<file path="src/rtl/i3c_phy_filt.sv">
// rtl/i3c_phy_filt.sv - I3C pad PHY: per-line open-drain/push-pull drive, input synchroniser,
// glitch filter with bypass, and registered SCL edge / START / STOP detection.
module i3c_phy_filt #(
  parameter int SyncStages   = 2,
  parameter int FilterCycles = 4
) (
  input  logic clk_i,
  input  logic rst_ni,
  input  logic scl_i,
  input  logic sda_i,
  output logic scl_o,
  output logic scl_en_o,
  output logic sda_o,
  output logic sda_en_o,
  input  logic ctrl_scl_i,
  input  logic ctrl_sda_i,
  input  logic scl_pp_en_i,
  input  logic sda_pp_en_i,
  input  logic filter_bypass_i,
  output logic ctrl_scl_o,
  output logic ctrl_sda_o,
  output logic scl_posedge_o,
  output logic scl_negedge_o,
  output logic start_det_o,
  output logic stop_det_o
);

  localparam int CntW = $clog2(FilterCycles + 1);
  localparam logic [CntW-1:0] CntLast = CntW'(FilterCycles - 1);
  localparam logic [CntW-1:0] CntOne  = CntW'(1);

  logic [SyncStages-1:0] sync_scl_q;
  logic [SyncStages-1:0] sync_sda_q;
  logic [1:0]            sync_v;
  logic [1:0]            filt_q;
  logic [1:0]            prev_q;
  logic [CntW-1:0]       cnt_q [2];

  // Open-drain only ever pulls low; a released line is left to the pull-up.
  always_ff @(posedge clk_i or negedge rst_ni) begin
    if (!rst_ni) begin
      scl_o    <= 1'b0;
      scl_en_o <= 1'b0;
      sda_o    <= 1'b0;
      sda_en_o <= 1'b0;
    end else begin
      scl_o    <= scl_pp_en_i ? ctrl_scl_i : 1'b0;
      scl_en_o <= scl_pp_en_i ? 1'b1 : ~ctrl_scl_i;
      sda_o    <= sda_pp_en_i ? ctrl_sda_i : 1'b0;
      sda_en_o <= sda_pp_en_i ? 1'b1 : ~ctrl_sda_i;
    end
  end

  always_ff @(posedge clk_i or negedge rst_ni) begin
    if (!rst_ni) begin
      sync_scl_q <= '1;
      sync_sda_q <= '1;
    end else begin
      sync_scl_q <= {sync_scl_q[SyncStages-2:0], scl_i};
      sync_sda_q <= {sync_sda_q[SyncStages-2:0], sda_i};
    end
  end

  assign sync_v = {sync_sda_q[SyncStages-1], sync_scl_q[SyncStages-1]};

  // Index 0 is SCL, index 1 is SDA. A new level is accepted once it has
  // differed from the filtered level for FilterCycles consecutive cycles.
  always_ff @(posedge clk_i or negedge rst_ni) begin
    if (!rst_ni) begin
      filt_q <= 2'b11;
      prev_q <= 2'b11;
      cnt_q  <= '{default: '0};
    end else begin
      prev_q <= filt_q;
      for (int i = 0; i < 2; i++) begin
        if (filter_bypass_i) begin
          filt_q[i] <= sync_v[i];
          cnt_q[i]  <= '0;
        end else if (sync_v[i] == filt_q[i]) begin
          cnt_q[i]  <= '0;
        end else if (cnt_q[i] == CntLast) begin
          filt_q[i] <= sync_v[i];
          cnt_q[i]  <= '0;
        end else begin
          cnt_q[i]  <= cnt_q[i] + CntOne;
        end
      end
    end
  end

  assign ctrl_scl_o = filt_q[0];
  assign ctrl_sda_o = filt_q[1];

  // START/STOP require SCL stable high across both cycles, so an SCL edge
  // coinciding with an SDA edge is reported only as the SCL edge.
  assign scl_posedge_o = ~prev_q[0] &  filt_q[0];
  assign scl_negedge_o =  prev_q[0] & ~filt_q[0];
  assign start_det_o   =  prev_q[0] &  filt_q[0] &  prev_q[1] & ~filt_q[1];
  assign stop_det_o    =  prev_q[0] &  filt_q[0] & ~prev_q[1] &  filt_q[1];

endmodule
</file>
<file path="config.mk">
export PLATFORM = sky130hd
export DESIGN_NAME = i3c_phy_filt
export DESIGN_NICKNAME = d
export VERILOG_FILES = /design/src/rtl/i3c_phy_filt.sv
export SDC_FILE = /design/constraint.sdc
export NUM_CORES = 1
export LEC_CHECK = 0
export BUFFER_PORTS_ARGS = -buffer_cell sky130_fd_sc_hd__buf_2
export CAP_MARGIN = 15
export CELL_PAD_IN_SITES_DETAIL_PLACEMENT = 0
export CELL_PAD_IN_SITES_GLOBAL_PLACEMENT = 1
export CORE_MARGIN = 2
export CORE_UTILIZATION = 38
export DETAILED_ROUTE_END_ITERATION = 7
export GPL_TIMING_DRIVEN = 0
export PLACE_DENSITY = 0.77
export SYNTH_ARGS = -nofsm -noshare
export SYNTH_HDL_FRONTEND = slang
export SYNTH_SLANG_ARGS = --single-unit
</file>
<file path="constraint.sdc">
create_clock -name clk_i -period 1.65 [get_ports clk_i]
set_clock_uncertainty 0.1 [all_clocks]
set_input_delay 0.2475 -clock clk_i [delete_from_list [all_inputs] [get_ports clk_i]]
set_output_delay 0.2475 -clock clk_i [all_outputs]
set_load 0.02 [all_outputs]
</file>
==> results of run 1 <==
## final cells by class
| class | count | area (sq um) |
|---|---|---|
| clock buffers | 4 | 36.28 |
| fillers | 162 | 798.3 |
| multi-input cells | 27 | 224.0 |
| well taps | 25 | 31.28 |
| repair buffers | 24 | 153.9 |
| inverters | 1 | 3.754 |
| flip-flops and latches | 18 | 460.4 |
## cell families (layout without fill, tap and decap cells)
group	count (synthesis)	count (layout)
xor+xnor	2	2
fa+ha+maj	2	2
buf+inv	1	29
flops	18	18
mux	2	2
simple gates	21	21
## sequential cells by signal, indices dropped and copies added, names as in the netlist
name	cells
sync_sda_q	2
sda_o	1
sda_en_o	1
scl_en_o	1
cnt_q	6
filt_q	2
scl_o	1
prev_q	2
sync_scl_q	2
## final timing paths
path | start | end | slack [ns] | cells past startpoint
worst max-delay path | filt_q[0] | scl_negedge_o | 0.05 | 3
min in group asynchronous | rst_ni | cnt_q[5] | 0.29 | 2
worst max register to register | cnt_q[3] | filt_q[0] | 0.19 | 4
worst min register to register | sync_sda_q[0] | sync_sda_q[1] | 0.26 | 0
max in group asynchronous | rst_ni | sync_sda_q[0] | 0.84 | 2
worst min-delay path | ctrl_sda_i | sda_en_o | 0.03 | 2
## Yosys cell counts
cell / number / area share
dfstp_2: 8 / 0.31
and2b_1: 1 / 0.011
and2b_2: 1 / 0.013
nor2b_1: 2 / 0.019
nand2b_2: 1 / 0.013
nand2b_1: 3 / 0.028
and2_1: 2 / 0.019
nor3_1: 1 / 0.0074
nand2_1: 1 / 0.0056
nor3b_1: 3 / 0.033
ha_1: 2 / 0.037
inv_1: 1 / 0.0056
nor3_2: 1 / 0.015
mux2_2: 2 / 0.033
dfrtp_1: 10 / 0.37
xor2_1: 2 / 0.026
nor2_1: 3 / 0.017
nor3b_2: 2 / 0.037
## power groups by stage
| stage | logic (uW) | registers (uW) | clock network (uW) |
|---|---|---|---|
| floorplan | 55.9 | 521 | 0 |
| global placement | 109 | 508 | 0 |
| detailed placement | 112 | 511 | 0 |
| CTS | 129 | 500 | 281 |
| global route | 155 | 504 | 293 |
| finish | 139 | 500 | 263 |
## through the flow
| step | setup slack (ns) | instance area (sq um) | utilization |
|---|---|---|---|
| after floorplan | 0.05658 | 675.6 | - |
| after CTS | 0.002301 | 878.3 | 0.5143 |
| final | 0.04687 | 909.6 | 0.5326 |
| after detailed placement | 0.2014 | 797.0 | 0.4667 |
| after global routing | -0.01424 | 909.6 | 0.5326 |
| after global placement | 0.2049 | 797.0 | 0.4667 |
## per-layer routing
layer | vias up | track usage | routed length (microns)
met5 | - | 0 | 0
met4 | 0 | 0.08571 | 15
met3 | 2 | 0.03137 | 61
met2 | 19 | 0.1583 | 471
met1 | 200 | 0.1287 | 436
li1 | 206 | - | -
## what timing repair did
item / CTS / global route
setup buffers: 2 / 1
hold buffers: 3 / 0
pin swaps: 0 / 1
gates resized for setup: 0 / 7
endpoints found under the setup margin: 2 / 3
endpoints found under the hold margin: 12 / 0
## worst max-delay path, stage by stage (launching register included)
cell and delay, ns:
dfstp_2 0.55, buf_4 0.11, and2b_1 0.18, buf_6 0.13
==> out/qor.yml, run 1 <==
status: "complete, no violations"
final.setup.tns_ns: 0
drt_drc_violations_left: 0
synth_top_family_by_area: "simple AND/OR/NAND/NOR gates"
internal_power_uw: 685.5
setup_viol: 0
cp_max_fo: 4
drive_above_1_share: 0.5811
grt_max_degree: 19
htreeDepth: 1
p_comb_frac: 0.154
first_iter_violations: 4
final_cell_mix: "buf_2, dfrtp_1, dfstp_2"
synth_nets: 57
cts_buffers: 3
hold_viol: 0
synth.area.mux_share: 0.03333
rsz0062_at_grt: "true"
min_period_over_period: 0.9716
period_needed_ns: 1.603
final_cells: 99
endpoint_kind: "output port"
cts_buffer_depth: 2
num-nets-final: 86
synth_compound_area_frac: 0
ir_drop_mv: 0.6115
synth-seq-area-share: 0.6815
relSlewSlack: 0.7473
ys_ff_latch: 18
wire_per_inst_microns: 9.939
tightest_slew_ns: 0.3790
clkSinkCount: 18
vias: 427
fin_hold_ws_ns: 0.02739
p_leak_uw: 0.0004295
vias_per_cell: 4.313
clock_latency_ns: 0.29
cts_tree: "done"
dp.cells: 89
power_uw: 902.6
synthesis.area_sq_um: 675.6
ioPinCount: 19
power.switching_uw: 217.2
num_antenna_cells: 0
drt-total-wl_microns: 984
initial_core_util: 0.3956
port_buffers: 18
worst_ep_required_time_ns: 1.30
synthAdderAreaFrac: 0.03704
yosysWarnings: 0
worstSetupStartpointType: "flip-flop"
die_h_microns: 46.17
die_x_microns: 46.17
gp_congestion: 0.5733
p_clk_frac: 0.292
coreArea_sq_um: 1708
drt-pass1-iter-count: 3
clk_pin_slew_ns: 0.10
synth-xor-area-share: 0.02593
final_common_cell: "buf_2"
hold_class: "in2reg"
rows: 15
grt_pass1_wl_microns: 1518
ys_types: 18
dieArea_sq_um: 2131
dp_hpwl_microns: 674.7
antenna_found_initial: 0
postSynthCellCount: 46
grtUsageTotal: 0.1074
ant_nets: 0
slew_viol_final: 0
power.share.switching: 0.2406
power_density_nw_per_um2: 992.3
synthToLayoutAreaGrowth_pct: 34.63
syn_area_per_cell_sq_um: 14.69
fmax_ghz: 0.6238
synthSimpleGateAreaFrac: 0.2167
cts_root_buffer: "clkbuf_4"
max_cap_violations: 0
arrival_ns: 1.26
grt_pass1_vias: 391
crit_type: "reg2out"
gr-total-overflow: 0
seq_power_share: 0.554
(Power assumes the default switching activity.)
==> inputs of run 2 (changes only) <==
--- a/config.mk
+++ b/config.mk
@@ -5,15 +5,16 @@
 export SDC_FILE = /design/constraint.sdc
 export NUM_CORES = 1
 export LEC_CHECK = 0
+export ABC_AREA = 1
 export BUFFER_PORTS_ARGS = -buffer_cell sky130_fd_sc_hd__buf_2
 export CAP_MARGIN = 15
 export CELL_PAD_IN_SITES_DETAIL_PLACEMENT = 0
 export CELL_PAD_IN_SITES_GLOBAL_PLACEMENT = 1
 export CORE_MARGIN = 2
-export CORE_UTILIZATION = 38
+export CORE_UTILIZATION = 36
 export DETAILED_ROUTE_END_ITERATION = 7
 export GPL_TIMING_DRIVEN = 0
-export PLACE_DENSITY = 0.77
+export PLACE_DENSITY = 0.78
 export SYNTH_ARGS = -nofsm -noshare
 export SYNTH_HDL_FRONTEND = slang
 export SYNTH_SLANG_ARGS = --single-unit
==> out/qor.yml, run 2 <==
synth_top_area_cell: "dfrtp_1"
clk_pin_slew_ns: 0.10  # about the same
regMostFlops: "cnt_q"
p_leak_uw: 0.0004899  # +14%
cts_buffer_depth: 2  # unchanged
drive_above_1_share: 0.3673  # -0.2137
min_to: "sda_en_o"
rows: 15  # unchanged
min_period_over_period: 0.9571  # -0.01453
final_cell_mix: "nand2_1, buf_2, nor2_1"
largest_reg_flops: 6  # unchanged
async_flop_share: 1.000  # unchanged
synthFlopType: "dfrtp_1"
gr-total-overflow: 0  # unchanged
dieArea_sq_um: 2300  # +7.9%
gp_congestion: 0.6949  # +21%
die_h_microns: 47.96  # +3.9%
clock_latency_ns: 0.29  # about the same
period_needed_ns: 1.579  # -0.02397 ns
initial_core_util: 0.3943  # -0.001278
r2r_start: "filt_q[0]"
num_antenna_cells: 0  # unchanged
fin_util: 0.5092  # -0.02338
num-nets-final: 110  # +28%
cp_max_fo: 5  # +1
synth.top_cells.by_count: "nand2_1, nor2_1, inv_1"
topRoutingLayerUsed: "met3"
synth_nets: 83  # +46%
first_iter_violations: 5  # +1
crit_type: "reg2out"
power_density_nw_per_um2: 967.8  # -2.5%
synth_edf_count: 0  # unchanged
holdPathStages: 2  # unchanged
dp_hpwl_microns: 791.8  # +17%
yosysWarnings: 0  # unchanged
coreArea_sq_um: 1764  # +3.3%
relSlewSlack: 0.7505  # +0.003155
yosys.area.top_type_share: 0.3597  # -0.01066
wire_per_inst_microns: 8.699  # -12%
grt_pass1_wl_microns: 1711  # +13%
tightest_slew_ns: 0.3743  # -0.004732 ns
synthesis.area_sq_um: 695.7  # +3.0%
fmax_ghz: 0.6333  # +1.5%
synthToLayoutAreaGrowth_pct: 29.14
hold_class: "in2reg"
postSynthCellCount: 72  # +57%
drt-pass1-iter-count: 3  # unchanged
worst_ep_required_time_ns: 1.30  # about the same
wl_met1_microns: 497  # +14%
die_x_microns: 47.96  # +3.9%
arrival_ns: 1.23  # -0.03 ns
yosysMostFrequentCell: "nand2_1"
drt-total-wl_microns: 1070  # +8.7%
clkSinkCount: 18  # unchanged
drt_drc_violations_left: 0  # unchanged
max_cap_violations: 0  # unchanged
vias_per_cell: 4.130  # -4.2%
vias: 508  # +19%
crit_chain: "inv_2, nor3_2, buf_4"
ys_top_cells_by_area: "dfrtp_1, dfstp_2, nand2_1"
r2r_end: "cnt_q[4]"
antenna_found_initial: 0  # unchanged
cts_root_buffer: "clkbuf_4"
r2r_cells: 5  # +1
final_common_cell: "nand2_1"
syn_area_per_cell_sq_um: 9.662  # -34%
routed-wl-met2_microns: 500  # +6.2%
wl_met3_microns: 71  # +16%
rsz0062_at_grt: "true"
slew_viol_final: 0  # unchanged
min_from: "ctrl_sda_i"
ant_nets: 0  # unchanged
endpoint_kind: "output port"
ir_drop_mv: 0.5518  # -9.8%
grtUsageTotal: 0.1087  # +0.001274
ys_ff_latch: 18  # unchanged
cpPeakStageDelay_ns: 0.58  # +0.03 ns
setup_viol: 0  # unchanged
ioPinCount: 19  # unchanged
power_uw: 869.4  # -3.7%
worstSetupStartpointType: "flip-flop"
status: "complete, no violations"
port_buffers: 18  # unchanged
slowest_stage: "dfstp_2"
grt_max_degree: 19  # unchanged
htreeDepth: 1  # unchanged
synth-seq-area-share: 0.6619  # -0.01961
r2r_slack_ns: 0.49  # +0.30 ns
cts_buffers: 3  # unchanged
hold_viol: 0  # unchanged
ys_types: 13  # -5
cts_tree: "done"
grt_pass1_vias: 468  # +20%
==> run 2: cell types whose count changed in the layout (fill, tap and decap cells not counted), sizes merged, moves of 4 or more <==
| cell | change |
|---|---|
| nor2 | +9 |
| nand2 | +19 |
| nand2b | -4 |
| nor3b | -5 |
| inv | +12 |
==> run 2: logic make-up after synthesis <==
kind of cell | after synthesis | share of synthesized area
adders and majority gates | 2 | 0.03597
buffers and inverters | 13 | 0.07015
AOI/OAI and AO/OA | 3 | 0.02697
DFF | 18 | 0.6619
and+or+nand+nor | 36 | 0.2050
==> run 2: worst max-delay path by stage <==
| stage | from | end | slack (ns) | cells past startpoint |
|---|---|---|---|---|
| after floorplan | filt_q[1] | stop_det_o | 0.13 | 2 |
| after global placement | filt_q[1] | stop_det_o | 0.35 | 3 |
| after detailed placement | filt_q[1] | stop_det_o | 0.34 | 3 |
| after CTS | filt_q[1] | stop_det_o | 0.0007 | 3 |
| after global routing | filt_q[1] | stop_det_o | -0.01 | 3 |
| final | filt_q[1] | stop_det_o | 0.07 | 3 |
==> run 2: what timing repair did <==
action,CTS,global route
setup endpoints to repair,0,1
gates resized for setup,0,3
endpoints found under the hold margin,12,0
buffers inserted,0,1
hold buffers,3,0
==> run 2: metrics by stage <==
stage | std cells | TNS [ns] | setup WS (ns) | instance area, sq um | hold slack (ns)
3_5_place_dp | 115 | 0 | 0.3355 | 817.0 | 0.08925
4_1_cts | 122 | 0 | 0.0006773 | 883.3 | 0.004915
6_report | 123 | 0 | 0.07085 | 898.4 | 0.01608
3_3_place_gp | 115 | 0 | 0.3530 | 817.0 | 0.09128
2_1_floorplan | 72 | 0 | 0.1279 | 695.7 | -0.1481
5_1_grt | 123 | -0.02022 | -0.01345 | 898.4 | 0.008023
==> run 2: power by group <==
group | internal, uW | switching (uW) | total (uW)
Clock | 134 | 126 | 260
Combinational | 44.4 | 69.9 | 114
Sequential | 479 | 16.1 | 495
==> run 2: area by class of cell <==
class | count | area (sq um)
Timing Repair Buffer | 22 | 130.1
Sequential cell | 18 | 460.4
Clock buffer | 4 | 36.28
Tap cell | 25 | 31.28
Inverter | 13 | 48.80
Multi-Input combinational cell | 41 | 191.4
Fill cell | 186 | 865.8
==> run 2: layer usage <==
| layer | vias up | GRT usage |
|---|---|---|
| li1 | 264 | - |
| met1 | 224 | 0.1329 |
| met2 | 20 | 0.1760 |
| met3 | 0 | 0.02264 |
| met4 | 0 | 0.06486 |
| met5 | - | 0 |
==> run 2: worst max-delay path: cells and delay by family, from the launching register on <==
kind	cells	cell delay [ns]
buf+inv	2	0.22
simple gates	1	0.14
flops	1	0.58
